File: config.mk
export PLATFORM = sky130hd
export DESIGN_NAME = max_seq_ctrl
export DESIGN_NICKNAME = d
export VERILOG_FILES = /design/src/rtl/max_seq_ctrl.sv
export SDC_FILE = /design/constraint.sdc
export NUM_CORES = 1
export LEC_CHECK = 0
export ABC_AREA = 1
export BUFFER_PORTS_ARGS = -buffer_cell sky130_fd_sc_hd__buf_2
export CAP_MARGIN = 20
export CORE_MARGIN = 8
export CORE_UTILIZATION = 50
export CTS_BUF_LIST = sky130_fd_sc_hd__clkbuf_8
export DETAILED_ROUTE_END_ITERATION = 7
export PLACE_DENSITY = 0.76
export SLEW_MARGIN = 40
export SYNTH_ARGS = -nofsm -noshare
export SYNTH_HDL_FRONTEND = slang
export SYNTH_SLANG_ARGS = --single-unit
File: constraint.sdc
create_clock -name clk_i -period 1.6 [get_ports clk_i]
set_clock_uncertainty 0.05 [all_clocks]
set_input_delay 0.16 -clock clk_i [delete_from_list [all_inputs] [get_ports clk_i]]
set_output_delay 0.16 -clock clk_i [all_outputs]
set_load 0.02 [all_outputs]
File: src/rtl/max_seq_ctrl.sv
// max_seq_ctrl: folds a batch of N unsigned bytes through one shared MAX unit and emits the batch peak.
// Define MAX_SEQ_ARGMAX_EN to also report the position of the peak on out_idx_o.
module max_unit (
  input  logic [7:0] x_i,
  input  logic [7:0] y_i,
  output logic [7:0] max_o,
  output logic       gt_o
);
  assign gt_o  = {1'b0, y_i} > {1'b0, x_i};
  assign max_o = gt_o ? y_i : x_i;
endmodule

module max_seq_ctrl #(
  parameter int N  = 4,
  parameter int IW = 8
) (
  input  logic          clk_i,
  input  logic          rst_i,
  input  logic [7:0]    in_data_i,
  input  logic          in_valid_i,
  output logic          in_ready_o,
  output logic [7:0]    out_max_o,
  output logic          out_valid_o,
  input  logic          out_ready_i
`ifdef MAX_SEQ_ARGMAX_EN
  ,
  output logic [IW-1:0] out_idx_o
`endif
);
  typedef enum logic [1:0] {S_IDLE, S_ACC, S_DONE} state_t;
  localparam logic [7:0] LAST = 8'(N - 1);
  state_t     state_q, state_d;
  logic [7:0] max_q, max_d, cnt_q, cnt_d, mx;
  logic       gt, acc;
  max_unit u_max (.x_i(max_q), .y_i(in_data_i), .max_o(mx), .gt_o(gt));
  assign acc         = in_valid_i && state_q != S_DONE;
  assign in_ready_o  = state_q != S_DONE;
  assign out_valid_o = state_q == S_DONE;
  assign out_max_o   = max_q;
  always_comb begin
    state_d = state_q;
    max_d   = max_q;
    cnt_d   = cnt_q;
    case (state_q)
      S_IDLE: if (acc) begin
        max_d   = in_data_i;
        cnt_d   = 8'd1;
        state_d = (N == 1) ? S_DONE : S_ACC;
      end
      S_ACC: if (acc) begin
        max_d   = mx;
        cnt_d   = cnt_q + 8'd1;
        state_d = (cnt_q == LAST) ? S_DONE : S_ACC;
      end
      default: if (out_ready_i) begin
        state_d = S_IDLE;
        cnt_d   = '0;
      end
    endcase
  end
  always_ff @(posedge clk_i or posedge rst_i) begin
    if (rst_i) begin
      state_q <= S_IDLE;
      max_q   <= '0;
      cnt_q   <= '0;
    end else begin
      state_q <= state_d;
      max_q   <= max_d;
      cnt_q   <= cnt_d;
    end
  end
`ifdef MAX_SEQ_ARGMAX_EN
  logic [IW-1:0] idx_q, idx_d;
  assign out_idx_o = idx_q;
  // only a strictly larger sample moves the index, so ties keep the earlier one
  always_comb begin
    idx_d = idx_q;
    if (acc) idx_d = (state_q == S_IDLE) ? '0 : gt ? IW'(cnt_q) : idx_q;
  end
  always_ff @(posedge clk_i or posedge rst_i) begin
    if (rst_i) idx_q <= '0;
    else idx_q <= idx_d;
  end
`endif
endmodule

== Yosys cells after proc, flatten, opt, wreduce, memory -nomap -nowiden ==
Index checks and enable logic that the tools add are counted.
Storage, ports and cells
  register bits: 18
  input bits: 12
  logic and storage cells: 31
Cells by class
  add/sub/neg operators: 1
  $lt $le $gt $ge: 1
  equal/unequal tests: 7
  muxes and demuxes: 13
  reductions and logical operators: 6
Operators with widths (count)
  8-bit 2-to-1 mux: 6
  8-bit one-hot mux with 2 select lines: 2
  8-bit by 1-bit adder with 8-bit output (second input constant): 1
  8-bit by 2-bit equality test with 1-bit output (second input constant): 1
  8-bit greater-than comparator: 1
  2-bit 2-to-1 mux: 4
  2-bit != test (second input constant): 3
  2-bit one-hot mux with 2 select lines: 1
  4-bit AND reduction: 1
  3-bit AND reduction: 1
  3-bit nonzero test: 1
  2-bit by 1-bit equality test with 1-bit output (second input constant): 1
  2-bit equality test (second input constant): 1
  2-bit zero test: 1
  2-bit by 1-bit != test with 1-bit output (second input constant): 1
  2-bit nonzero test: 1
  1-bit logical AND: 1

== Logic depth before layout (Yosys ltp) ==
  word-level depth: 4
  depth in mapped cells: 14

== Hierarchy ==
A second synthesis with hierarchy kept.
Unflattened totals
  cell total of the unflattened synthesis: 183
  area, all modules: 1317.5 um^2
By module, submodules not included
  max_seq_ctrl: times used 1, cells an instance 122, area each 947.2 um^2, sequential area each 450.4 um^2
  max_unit: times used 1, cells an instance 61, area each 370.4 um^2, sequential area each 0.0 um^2

== Worst setup path after synthesis ==
No wires, ideal clock.
  kind: register to register
  start: register max_q[7], in the netlist out_max_o[7]
  end: register max_q[0], in the netlist out_max_o[0]
  setup time: 0.118 ns
  data arrival time: 1.464 ns
  required time: 1.432 ns
  slack: -0.031 ns
  stages on the path, launching flop included: 12
  buffers on the path: 0
  path through: dfrtp_1 inv_1 ha_1 nand2_1 nor2_1 nand2_1 nand2_1 nand2_1 nand2_2 nand2_2 nand2_1 nand2_1
On the way
  longest elaborated chain between the ends: 3
Ends and longest elaborated chain
  from (decl): RTL line 33  | logic [7:0] max_q, max_d, cnt_q, cnt_d, mx;
  from (signal assigned): RTL line 68  | max_q <= max_d;
  8-bit greater-than comparator: RTL line 9  | assign gt_o = {1'b0, y_i} > {1'b0, x_i};
  2-bit by 1-bit != test with 1-bit output (no line)
  4-bit AND reduction (no line)
No other way between the ends.
A chain may end at the register's enable or synchronous reset.

== Final worst setup path ==
  start: register max_q[7], in the netlist out_max_o[7]
  end: register max_q[2], in the netlist out_max_o[2]
Same word-level chain as after synthesis.

==> summary.txt <==
Run status
  – Status: finished with violations
  – Failing checks: negative setup slack

Power
  – PD cells: 1750 mW/mm2
  – Leakage: 0.775 nW
  – VDD IR max: 1350 uV
  – Total Power: 0.00263 W

Global routing
  – Largest net degree at the start of global routing: 11
  – First-pass GRT wire length: 4210 um
  – Gr usage total: 12.7%
  – GRT overflow: 0
  – Met1 Use GR: 12.9%
  – Top Usage Layer GRT: met2
  – Met2 Track Usage GR: 23.5%
  – GR Util met3: 3.41%
  – Number of global-route vias before repair: 1032
  – Initial antenna violation count: 0

Clock network
  – Clock Path Buffers: 2
  – CTS Sinks: 18
  – Cts bufs inserted: 3
  – Clock latency at the later pin of the worst-skew pair: 250 ps
  – Worst-path clk slew: 70 ps
  – CTS tree: yes
  – CTS H-tree depth: 1
  – CTS root buffer: clkbuf_8

Floorplan
  – # IOs: 22
  – Die Width: 62.7 um
  – Die area: 0.00393 mm2
  – Core area: 0.00213 mm2
  – Die Y-Extent: 62.7 um
  – Site Rows: 17
  – Initial Util: 51.3%

Timing
  – Slew Viols, Final: 0
  – Minimum clock period: 1630 ps
  – Fmax: 614 MHz
  – Relative slew slack: 72.4%
  – Least-Margin Pin Slew: 414 ps
  – Setup TNS Final: -72.7 ps
  – Final Setup Violations: 6
  – Tcrit/Tclk final: 102%
  – Final hold violation count: 0
  – RSZ-0062 raised after global routing: yes
  – Min Hold Slack: 121 ps
  – Setup ws final: -28.6 ps

Cells and area
  – Multi-input logic area: 672 um2
  – Sequential Area: 455 um2
  – Design Area, Final: 0.00150 mm2
  – Antenna diodes: 0
  – Layout cell share with drive strength beyond 1: 43.2%
  – Final core utilization: 70.6%
  – Fillcell total: 171
  – Nets: 199
  – Area growth, synth to finish: 37.7%

Detailed routing
  – Via count: 1027
  – Pre-Repair DR Iteration Count: 4
  – Final ANT Viol Nets: 0
  – Drt total wl: 2630 um
  – Vias per inst: 5.03
  – DRC violations left: 0
  – Wire per inst: 12.9 um
  – 1st-iter DRT viols: 47

Yosys
  – Most frequent cell after synthesis: nand2_1
  – Top cell type's share of synthesized area: 41.3%
  – Synth area leader: dfrtp_1
  – Seq/Total Area, Yosys: 41.3%
  – Top_reg_cell synth: dfrtp_1
  – Syn_area_per_cell: 7.79 um2
  – Post-Synthesis Cells: 140
  – Yosys cell types: 21
  – Synthesized cell area: 0.00109 mm2
  – Synth warn: 0
  – Asr flop ratio synth: 100%
  – Syn Nets: 161
  – Top cells by count, synth: nand2_1, inv_1, dfrtp_1, nand3_1, nor2_1
  – Post-synthesis register bit count: 18
  – Post-synth EDFFs: 0
  – Synth area leaders: dfrtp_1, nand2_1, ha_1

Place
  – Detail Placement HPWL: 1950 um
  – Placed cell area: 0.00129 mm2
  – GPL Wtd Cong: 0.867
  – Port Buffers: 21

Hold path
  – Worst Hold Class: primary input to flip-flop

Worst setup path
  – Max FO, Critical Path: 8
  – Sequence of cells on the critical path: inv_2, ha_4, a21o_1, nor2_1, nand2_1, nand2_2, nand2_4, nand2_8, nand2_2, nand2_1
  – Startpoint types: flip-flop
  – CP max stage delay: 410 ps
  – Crit Path Class: flip-flop to flip-flop
  – Crit-path slowest cell: dfrtp_2
  – Critical Path AT: 1760 ps
  – Crit path capture type: flip-flop
  – Crit path required time: 1740 ps

Job
  – Number of max-cap violations: 0
per-layer routing:
layer | wire [um] | share of wire [%]
met5 | 0 | 0
met4 | 33 | 1.3
met3 | 76 | 2.9
met2 | 1370 | 52
met1 | 1150 | 44
metrics by stage:
stage / std cells / setup slack, ps
finish: 204 / -28.6
global route: 204 / -91.6
CTS: 200 / 9.72
detailed placement: 196 / -70.1
global placement: 196 / -27.9
floorplan: 140 / 4.51
report_power, final:
group	leakage (nW)	internal (W)	switching, W
logic	0.528	0.000638	0.000915
clock network	0.0216	0.000167	0.000140
registers	0.225	0.000629	0.000144
total	0.775	0.00143	0.00120
sequential cells by signal, indices dropped and copies added, names as in the netlist:
name / flops
cnt_q: 8
out_max_o: 8
state_q: 2
cell families after synthesis:
kind of cell | Yosys count | synth area share, %
and+or+nand+nor | 72 | 31.9
buffers and inverters | 29 | 9.98
adders and majority gates | 9 | 10.3
DFF | 18 | 41.3
AOI/OAI and AO/OA | 12 | 6.54
path summary, 6_finish.rpt:
path,start,end,slack (ps),cells past startpoint
worst min register to register,out_max_o[0]$_DFFE_PP0P_,out_max_o[0]$_DFFE_PP0P_,480,2
worst max-delay path,out_max_o[7]$_DFFE_PP0P_,out_max_o[2]$_DFFE_PP0P_,-30,10
worst min-delay path,in_data_i[4],out_max_o[4]$_DFFE_PP0P_,120,3
worst max register to register,out_max_o[7]$_DFFE_PP0P_,out_max_o[2]$_DFFE_PP0P_,-30,10
max in group asynchronous,rst_i,out_max_o[1]$_DFFE_PP0P_,610,4
min in group asynchronous,rst_i,out_max_o[5]$_DFFE_PP0P_,380,3
cell type report:
type                    instances  share of cell area, %
multi-input cells              94                   44.7
well taps                      28                   2.33
clock buffers                   3                   2.75
repair buffers                 32                   12.7
inverters                      29                   7.24
flip-flops and latches         18                   30.3
critical path: cells and delay by family, from the launching register on:
family | cells | cell delay, ps
DFF | 1 | 410
adders and majority gates | 1 | 200
and+or+nand+nor | 7 | 670
buffers and inverters | 1 | 70
AOI/OAI and AO/OA | 1 | 170
cells in the final DEF, fill, tap and decap left out:
master         instances
nand2_8                1
dfrtp_2                4
nand4_1                3
inv_2                  6
a21oi_2                2
clkinv_1               1
nor2_1                10
a21oi_1                2
inv_1                 22
dfrtp_1               14
buf_2                 21
nand3_1               12
ha_2                   1
dlygate4sd3_1          1
clkbuf_8               3
a211oi_1               1
o21ai_0                4
nand2_1               21
o21bai_1               1
nand3_2                1
nor3_2                 1
o21ai_2                1
a21o_1                 1
nor2_4                 2
nand2_4                5
ha_1                   3
ha_4                   5
nor3_1                 4
nand2_2               13
buf_4                 10
what timing repair did:
| action | CTS | global route |
|---|---|---|
| hold buffers | 1 | 0 |
| setup buffers | 0 | 3 |
| pin swaps | 0 | 9 |
| endpoints found under the setup margin | 8 | 8 |
| hold endpoints to repair | 9 | 0 |
| resized for setup | 3 | 28 |
| gates cloned | 0 | 1 |
(Power assumes the default switching activity.)
